[src/rtl/udp_tx_arbiter.sv]
// udp_tx_arbiter: ARP bring-up, two-channel UDP TX arbitration, payload streaming and frame gap; define UDP_ARB_STRICT_PRIO_EN for fixed channel-0 priority
module udp_tx_arbiter #(
  parameter int GAP_CYCLES  = 90,
  parameter int ARP_TIMEOUT = 125000000,
  parameter int ARP_RETRIES = 4,
  parameter int MAX_LEN     = 1472
) (
  input  logic        gmii_tx_clk,
  input  logic        rst,
  input  logic [1:0]  src_req,
  input  logic [31:0] src_len,
  input  logic [15:0] src_data,
  input  logic [1:0]  src_valid,
  output logic [1:0]  src_ready,
  output logic [1:0]  src_done,
  output logic [1:0]  src_err,
  output logic        udp_tx_req,
  output logic        arp_request_req,
  output logic        ram_wr_en,
  output logic [7:0]  ram_wr_data,
  output logic [15:0] udp_send_data_length,
  input  logic        udp_ram_data_req,
  input  logic        udp_tx_end,
  input  logic        almost_full,
  input  logic        mac_send_end,
  input  logic        arp_found,
  input  logic        mac_not_exist,
  output logic [1:0]  grant,
  output logic        arp_fail
);
  typedef enum logic [3:0] {IDLE, ARP_REQ, ARP_SEND, ARP_WAIT, ARB, GEN_REQ, WRITE, SEND, GAP} state_t;
  localparam logic [15:0] GAP_LAST  = 16'(GAP_CYCLES - 1);
  localparam logic [31:0] ARP_LAST  = 32'(ARP_TIMEOUT - 1);
  localparam logic [7:0]  RETRY_MAX = 8'(ARP_RETRIES);
  localparam logic [15:0] LEN_MAX   = 16'(MAX_LEN);
  state_t      state_q, state_d;
  logic        resolved_q, resolved_d;
  logic        ptr_q, ptr_d;
  logic [7:0]  retry_q, retry_d;
  logic [31:0] arp_cnt_q, arp_cnt_d;
  logic [15:0] gap_cnt_q, gap_cnt_d;
  logic [15:0] byte_cnt_q, byte_cnt_d;
  logic [1:0]  grant_q, grant_d;
  logic [15:0] len_q, len_d;
  logic        wr_en_q, wr_en_d;
  logic [7:0]  wr_data_q, wr_data_d;
  logic        win1, acc;
  logic [1:0]  win_oh;
  logic [15:0] win_len;
  logic [7:0]  cur_byte, retry_inc;
`ifdef UDP_ARB_STRICT_PRIO_EN
  assign win1 = !src_req[0];
`else
  assign win1 = ptr_q ? src_req[1] : !src_req[0];
`endif
  assign win_oh    = win1 ? 2'b10 : 2'b01;
  assign win_len   = win1 ? src_len[31:16] : src_len[15:0];
  assign src_ready = (state_q == WRITE && byte_cnt_q < len_q) ? grant_q : 2'b00;
  assign acc       = |(src_valid & src_ready);
  assign cur_byte  = grant_q[1] ? src_data[15:8] : src_data[7:0];
  assign retry_inc = retry_q + 8'd1;
  assign udp_tx_req           = state_q == GEN_REQ;
  assign arp_request_req      = state_q == ARP_REQ;
  assign grant                = grant_q;
  assign udp_send_data_length = len_q;
  assign ram_wr_en            = wr_en_q;
  assign ram_wr_data          = wr_data_q;
  // Next-state, counters and one-cycle pulses of the transmit sequencer
  always_comb begin
    state_d    = state_q;
    resolved_d = resolved_q;
    ptr_d      = ptr_q;
    retry_d    = retry_q;
    arp_cnt_d  = arp_cnt_q;
    gap_cnt_d  = gap_cnt_q;
    byte_cnt_d = byte_cnt_q;
    grant_d    = grant_q;
    len_d      = len_q;
    wr_en_d    = 1'b0;
    wr_data_d  = wr_data_q;
    src_done   = 2'b00;
    src_err    = 2'b00;
    arp_fail   = 1'b0;
    case (state_q)
      IDLE: begin
        if (mac_not_exist) resolved_d = 1'b0;
        if (|src_req) state_d = (!resolved_q || mac_not_exist) ? ARP_REQ : (!almost_full ? ARB : IDLE);
      end
      ARP_REQ: state_d = ARP_SEND;
      ARP_SEND: if (mac_send_end) begin
        arp_cnt_d = 32'd0;
        state_d   = ARP_WAIT;
      end
      ARP_WAIT: begin
        arp_cnt_d = arp_cnt_q + 32'd1;
        if (arp_found) begin
          resolved_d = 1'b1;
          retry_d    = 8'd0;
          state_d    = IDLE;
        end else if (arp_cnt_q == ARP_LAST) begin
          arp_fail = retry_inc >= RETRY_MAX;
          retry_d  = arp_fail ? 8'd0 : retry_inc;
          state_d  = arp_fail ? IDLE : ARP_REQ;
        end
      end
      ARB: begin
        if (!(|src_req)) state_d = IDLE;
        else if (win_len == 16'd0 || win_len > LEN_MAX) begin
          len_d     = win_len;
          src_done  = win_oh;
          src_err   = win_oh;
          ptr_d     = !win1;
          gap_cnt_d = 16'd0;
          state_d   = GAP;
        end else begin
          len_d      = win_len;
          grant_d    = win_oh;
          byte_cnt_d = 16'd0;
          state_d    = GEN_REQ;
        end
      end
      GEN_REQ: if (udp_ram_data_req) state_d = WRITE;
      WRITE: if (acc) begin
        wr_en_d    = 1'b1;
        wr_data_d  = cur_byte;
        byte_cnt_d = byte_cnt_q + 16'd1;
        if (byte_cnt_q == len_q - 16'd1) state_d = SEND;
      end
      SEND: if (udp_tx_end) begin
        src_done  = grant_q;
        ptr_d     = !grant_q[1];
        grant_d   = 2'b00;
        gap_cnt_d = 16'd0;
        state_d   = GAP;
      end
      GAP: begin
        gap_cnt_d = gap_cnt_q + 16'd1;
        if (gap_cnt_q == GAP_LAST) state_d = IDLE;
      end
      default: state_d = IDLE;
    endcase
  end
  // State and datapath registers
  always_ff @(posedge gmii_tx_clk or posedge rst) begin
    if (rst) begin
      state_q    <= IDLE;
      resolved_q <= 1'b0;
      ptr_q      <= 1'b0;
      retry_q    <= 8'd0;
      arp_cnt_q  <= 32'd0;
      gap_cnt_q  <= 16'd0;
      byte_cnt_q <= 16'd0;
      grant_q    <= 2'b00;
      len_q      <= 16'd0;
      wr_en_q    <= 1'b0;
      wr_data_q  <= 8'd0;
    end else begin
      state_q    <= state_d;
      resolved_q <= resolved_d;
      ptr_q      <= ptr_d;
      retry_q    <= retry_d;
      arp_cnt_q  <= arp_cnt_d;
      gap_cnt_q  <= gap_cnt_d;
      byte_cnt_q <= byte_cnt_d;
      grant_q    <= grant_d;
      len_q      <= len_d;
      wr_en_q    <= wr_en_d;
      wr_data_q  <= wr_data_d;
    end
  end
endmodule

[config.mk]
export PLATFORM = sky130hd
export DESIGN_NAME = udp_tx_arbiter
export DESIGN_NICKNAME = d
export VERILOG_FILES = /design/src/rtl/udp_tx_arbiter.sv
export SDC_FILE = /design/constraint.sdc
export NUM_CORES = 1
export LEC_CHECK = 0
export ABC_AREA = 1
export BUFFER_PORTS_ARGS = -buffer_cell sky130_fd_sc_hd__buf_2
export CAP_MARGIN = 25
export CORE_MARGIN = 10
export CORE_UTILIZATION = 52
export CTS_BUF_LIST = sky130_fd_sc_hd__clkbuf_8 sky130_fd_sc_hd__clkbuf_16
export CTS_CLUSTER_SIZE = 25
export DETAILED_ROUTE_END_ITERATION = 8
export MAX_ROUTING_LAYER = met4
export PLACE_DENSITY = 0.77
export SKIP_CTS_REPAIR_TIMING = 1
export SLEW_MARGIN = 20
export SYNTH_ARGS = -nofsm -noshare
export SYNTH_HDL_FRONTEND = slang
export SYNTH_SLANG_ARGS = --single-unit
[constraint.sdc]
create_clock -name gmii_tx_clk -period 5.1 [get_ports gmii_tx_clk]
set_input_delay 1.275 -clock gmii_tx_clk [delete_from_list [all_inputs] [get_ports gmii_tx_clk]]
set_output_delay 1.275 -clock gmii_tx_clk [all_outputs]
set_load 0.01 [all_outputs]
=== Yosys cells after proc, flatten, opt, wreduce, memory -nomap -nowiden ===
Index checks and enable logic that the tools add are counted.

* Flip-flop bits (word level): 105
* Input bits: 60
* Output and inout port bits: 36
* Logic and storage cells: 125

* $add $sub $neg: 5
* Magnitude comparators: 3
* Eq/ne operators: 24
* Multiplexer cells: 54
* Bitwise operators: 1
* Reduce and logical (&&, ||, !) cells: 27

{| class="wikitable"
|+ Operators by type and width
! kind !! count
|-
| 16-bit 2-to-1 mux || 7
|-
| 32-bit one-hot mux with 2 select lines || 1
|-
| 16-bit one-hot mux with 3 select lines || 1
|-
| 4-bit 2-to-1 mux || 11
|-
| 4-bit one-hot mux with 9 select lines || 1
|-
| 16-bit by 1-bit adder with 16-bit output (second input constant) || 2
|-
| 32-bit by 1-bit adder with 32-bit output (second input constant) || 1
|-
| 32-bit by 27-bit equality test with 1-bit output (second input constant) || 1
|-
| 32-bit 2-to-1 mux || 1
|-
| 8-bit 2-to-1 mux || 4
|-
| 16-bit one-hot mux with 2 select lines || 1
|-
| 2-bit inequality test (second input constant) || 10
|-
| 2-bit 2-to-1 mux || 9
|-
| 16-bit equality test || 1
|-
| 16-bit by 7-bit equality test with 1-bit output (second input constant) || 1
|-
| 4-bit by 3-bit equality test with 1-bit output (second input constant) || 4
|-
| 16-bit by 11-bit > comparator with 1-bit output (second input constant) || 1
|-
| 16-bit logical NOT || 1
|-
| 16-bit < comparator || 1
|-
| 4-bit AND reduction || 4
|-
| 16-bit by 1-bit subtractor with 16-bit output (second input constant) || 1
|-
| 1-bit 2-to-1 mux || 12
|-
| 2-bit nonzero test || 5
|-
| 8-bit by 1-bit adder with 8-bit output (second input constant) || 1
|-
| other kinds (19) || 32
|}

=== Longest topological paths before layout ===
* Word-level depth: 8
* Mapped depth: 18
* Mapped depth without buffers: 17

=== Worst setup path after synthesis ===
Ideal clock, no wire load.

* Path type: input-to-output
* From: input src_req[1]
* To: output src_done[1]
* Arrival: 2.525 ns
* Required time: 3.825 ns
* Setup slack: 1.300 ns
* Stages on the path: 14
* Buffers on the path: 1
* Cell sequence: inv_1 > nand2_1 > nand2_2 > buf_6 > nand2_1 > nand2_1 > nor2_1 > nand2_1 > nor2_1 > nand2_1 > nand2_2 > nand2_1 > o21ai_1 > nor2_1

* Word-level cells in the longest chain between the ends: 7
* Elaborated cells on any way between the ends: 10
* Those cells by class: order compare (1); mux (6); reduce/logical (3)

{| class="wikitable"
|+ Ends and longest elaborated chain
! what !! RTL line !! RTL
|-
| start: declaration || 10 || <nowiki>input logic [1:0] src_req,</nowiki>
|-
| 1-bit 2-to-1 mux || 54 || <nowiki>assign win1 = ptr_q ? src_req[1] : !src_req[0];</nowiki>
|-
| 16-bit 2-to-1 mux || 57 || <nowiki>assign win_len = win1 ? src_len[31:16] : src_len[15:0];</nowiki>
|-
| 16-bit by 11-bit > comparator with 1-bit output or 16-bit logical NOT (tied branches) || 108 || <nowiki>else if (win_len == 16'd0 || win_len > LEN_MAX) begin</nowiki>
|-
| 1-bit logical OR || 108 ||
|-
| 2-bit 2-to-1 mux || 108 ||
|-
| 2-bit 2-to-1 mux (*) || 107 || <nowiki>if (!(|src_req)) state_d = IDLE;</nowiki>
|-
| 2-bit one-hot mux with 2 select lines (*) || 84 || <nowiki>case (state_q)</nowiki>
|-
| end: declaration || 15 || <nowiki>output logic [1:0] src_done,</nowiki>
|}

Every way passes the cells marked *; elsewhere a longest branch is shown, timed or not.

=== Final worst setup path ===
* From: input src_req[1]
* To: output src_done[0]

The elaborated chain is that of the path after synthesis.

==> flow_summary.ini <==
[routing]
dr.pass1.iters = 6
dr.first_iter.drc_count = 524
num_vias = 7041
final_antenna_net_count = 0
post_drt_wl_per_cell_um = 14.1
finalWirelength_um = 19100
route.detailed.drc = 0
detail_route.vias_per_cell = 5.22

[clock_tree]
clockRootBuffer = clkbuf_16
cts_tree = yes
clk_pin_slew_ns = 0.07
clkLatencyLatePin_ns = 0.36
cts_made_buffers = 9
cts.sinks = 105
cts_max_path_buffers = 2
cts_htree_levels = 3

[critical_path]
cp_cell_sequence = buf_2, inv_1, nand2_1, nand2_2, nand2_1, nand2_1, nor2_1, nand2_1, nor2_1, nand2_1, nand2_1, nand2_1, o32ai_1, buf_2
crit_slowest_cell = nand2_2
crit_type = primary input to primary output
slowest_delay_ns = 0.23
crit_buf_inv = 3
r2r-end = byte_cnt_q[13]
rr_startpoint = state_q[0]
critical_path_arrival_ns = 3.06
crit_path_max_fanout = 15
cp_data_required_time_ns = 3.83
ff2ff_path_depth = 12
r2r_slack_ns = 2.49
path_common_cell = nand2_1
crit_family = simple AND/OR/NAND/NOR gates
critPathLaunchType = primary input
cp-end-kind = primary output

[timing]
min_period_ns = 4.33
slew_headroom_pct = 49.0
hold-worst-slack_ns = 0.490
setup_viol_count_final = 0
hold_violations = 0
maxSlewViolCount = 0
rsz0062_at_grt = no
timing.final.crit_share_pct = 85.0
fmax_mhz = 231
fin_tns_setup_ns = 0
tightestPinTransition_ns = 0.759
finClkSkew_ns = 0.00874

[logic_synthesis]
synth_top_area_share_pct = 36.3
synth_largest_area_cell = dfrtp_1
netlist_instances = 1074
synth_warnings = 0
async_flop_share_pct = 100
synth_area_leaders = dfrtp_1 36%, nand2_1 17%, nor2_1 7.0%, inv_1 6.8%, nand3_1 6.1%
synth_seq_cells = 105
ys_types = 38
synth_edf_count = 0
synthesis.area_sq_um = 7250
synth_nets = 1156
synth_ff_type = dfrtp_1
synth.avg_cell_area_sq_um = 6.75
ys_seq_area_share_pct = 36.3

[grt]
grt_pass1_vias = 6859
track_usage_pct = 20.4
antenna_found_initial = 0
grt_pass1_wl_um = 32600
grt_max_degree = 81
overflow = 0

[hold_path]
holdPathStages = 2
hold_class = flop to flop
holdPathEnd = gap_cnt_q[15]
min_from = gap_cnt_q[15]

[power]
peakVddDrop_uv = 202
power_per_cell_area_nw_per_um2 = 221
p_leak_nw = 4.35

[floorplanning]
die_x_um = 138
core_sq_um = 13800
die_y_um = 138
die_area_sq_um = 19100
ioPinCount = 96
row_count = 43
start_util_pct = 52.6

[job]
max-cap-violations = 0

[outcome]
outcome = complete, no violations

[final_layout]
final_nets = 1247
drive_gt1_share_pct = 11.4
area_growth_syn_to_layout_pct = 13.6
antenna_cells = 0
fin_util_pct = 59.7

[placed_design]
gp_congestion = 0.943
io_buffers = 95
hpwl_um = 14700
per-stage QoR:
step / worst slack [ns] / instance area [sq um] / cells / power, W
after floorplan: 1.06 / 7250 / 1074 / 0.000962
after global placement: 0.842 / 7860 / 1333 / 0.00102
after detailed placement: 0.792 / 7860 / 1333 / 0.00102
after CTS: 0.780 / 8210 / 1349 / 0.00183
after global routing: 0.468 / 8230 / 1350 / 0.00188
final: 0.766 / 8230 / 1350 / 0.00182
worst max path at each step:
stage,startpoint,depth (start not counted),endpoint
final,src_req[1],14,src_done[0]
after global placement,src_req[1],15,src_done[1]
after CTS,src_req[1],15,src_done[1]
after floorplan,rst,1,arp_cnt_q[0]
after global routing,src_req[1],14,src_done[0]
after detailed placement,src_req[1],15,src_done[1]
state kept, by name, summed over array words and instances, names as in the netlist:
signal,cells
ptr_q,1
ram_wr_en,1
grant,2
resolved_q,1
retry_q,8
udp_send_data_length,16
ram_wr_data,8
gap_cnt_q,16
arp_cnt_q,32
byte_cnt_q,16
state_q,4
synthesized netlist by cell type, drive strengths merged (11+ instances only):
cell type	number
nor2	139
inv	135
clkbuf	11
nor3	25
o21ai	55
nand4	30
nand3	90
dfrtp	105
ha	22
a21oi	24
nand2	342
xor2	34
cell type report:
| cell class | instances | area, sq um |
|---|---|---|
| multi-input combinational | 814 | 4000 |
| clock buffer | 10 | 239 |
| tap | 180 | 225 |
| inverter | 137 | 517 |
| timing repair buffer | 98 | 510 |
| fill | 1292 | 5540 |
| sequential | 105 | 2630 |
| clock inverter | 6 | 106 |
layout by cell type, fill, tap and decap left out, types with 3 or more instances in the layout:
cell       synthesis  final
clkbuf_16          0      9
o21ai_0           53     53
buf_2              2     95
nor2_2             3      3
dfrtp_1          105    105
nand3b_1           6      6
a21oi_1           24     24
nor3_1            25     25
a31oi_1            9      9
nand2_1          334    334
nand3_1           88     88
nand2_2            4      4
nor2_1           136    136
xnor2_1           10     10
o22ai_1            6      6
bufinv_16          0      3
nand4_1           29     29
inv_1            132    132
nor4_1             8      8
nand2_4            4      4
xor2_1            34     34
inv_2              3      3
ha_1              22     22
worst register-to-register path, delay by kind of cell (launching register included):
family / cells / cell delay [ns]
buf+inv: 2 / 0.35
flops: 1 / 0.43
simple gates: 10 / 1.71
report_power, final:
part / switching, W / internal (W)
logic: 0.0000939 / 0.0000581
clock network: 0.000320 / 0.000491
registers: 0.0000122 / 0.000840
total: 0.000426 / 0.00139
per-layer routing:
| layer | track usage, % | share of wire, % |
|---|---|---|
| met1 | 23.9 | 44 |
| met5 | - | 0 |
| met4 | 6.88 | 2.6 |
| met2 | 34.4 | 50 |
| met3 | 3.80 | 3.7 |
kinds of logic (layout without fill, tap and decap cells):
family                     after synthesis  in the layout  synth area share, %
xor gates and xnor gates                44             44                 5.32
DFF                                    105            105                 36.3
buffers and inverters                  155            251                 8.48
and+or+nand+nor                        646            646                 38.4
adders and majority gates               22             22                 3.80
muxes                                    2              2                0.276
AOI/OAI and AO/OA                      100            100                 7.43
No activity file was read; power rests on OpenSTA's default activity.
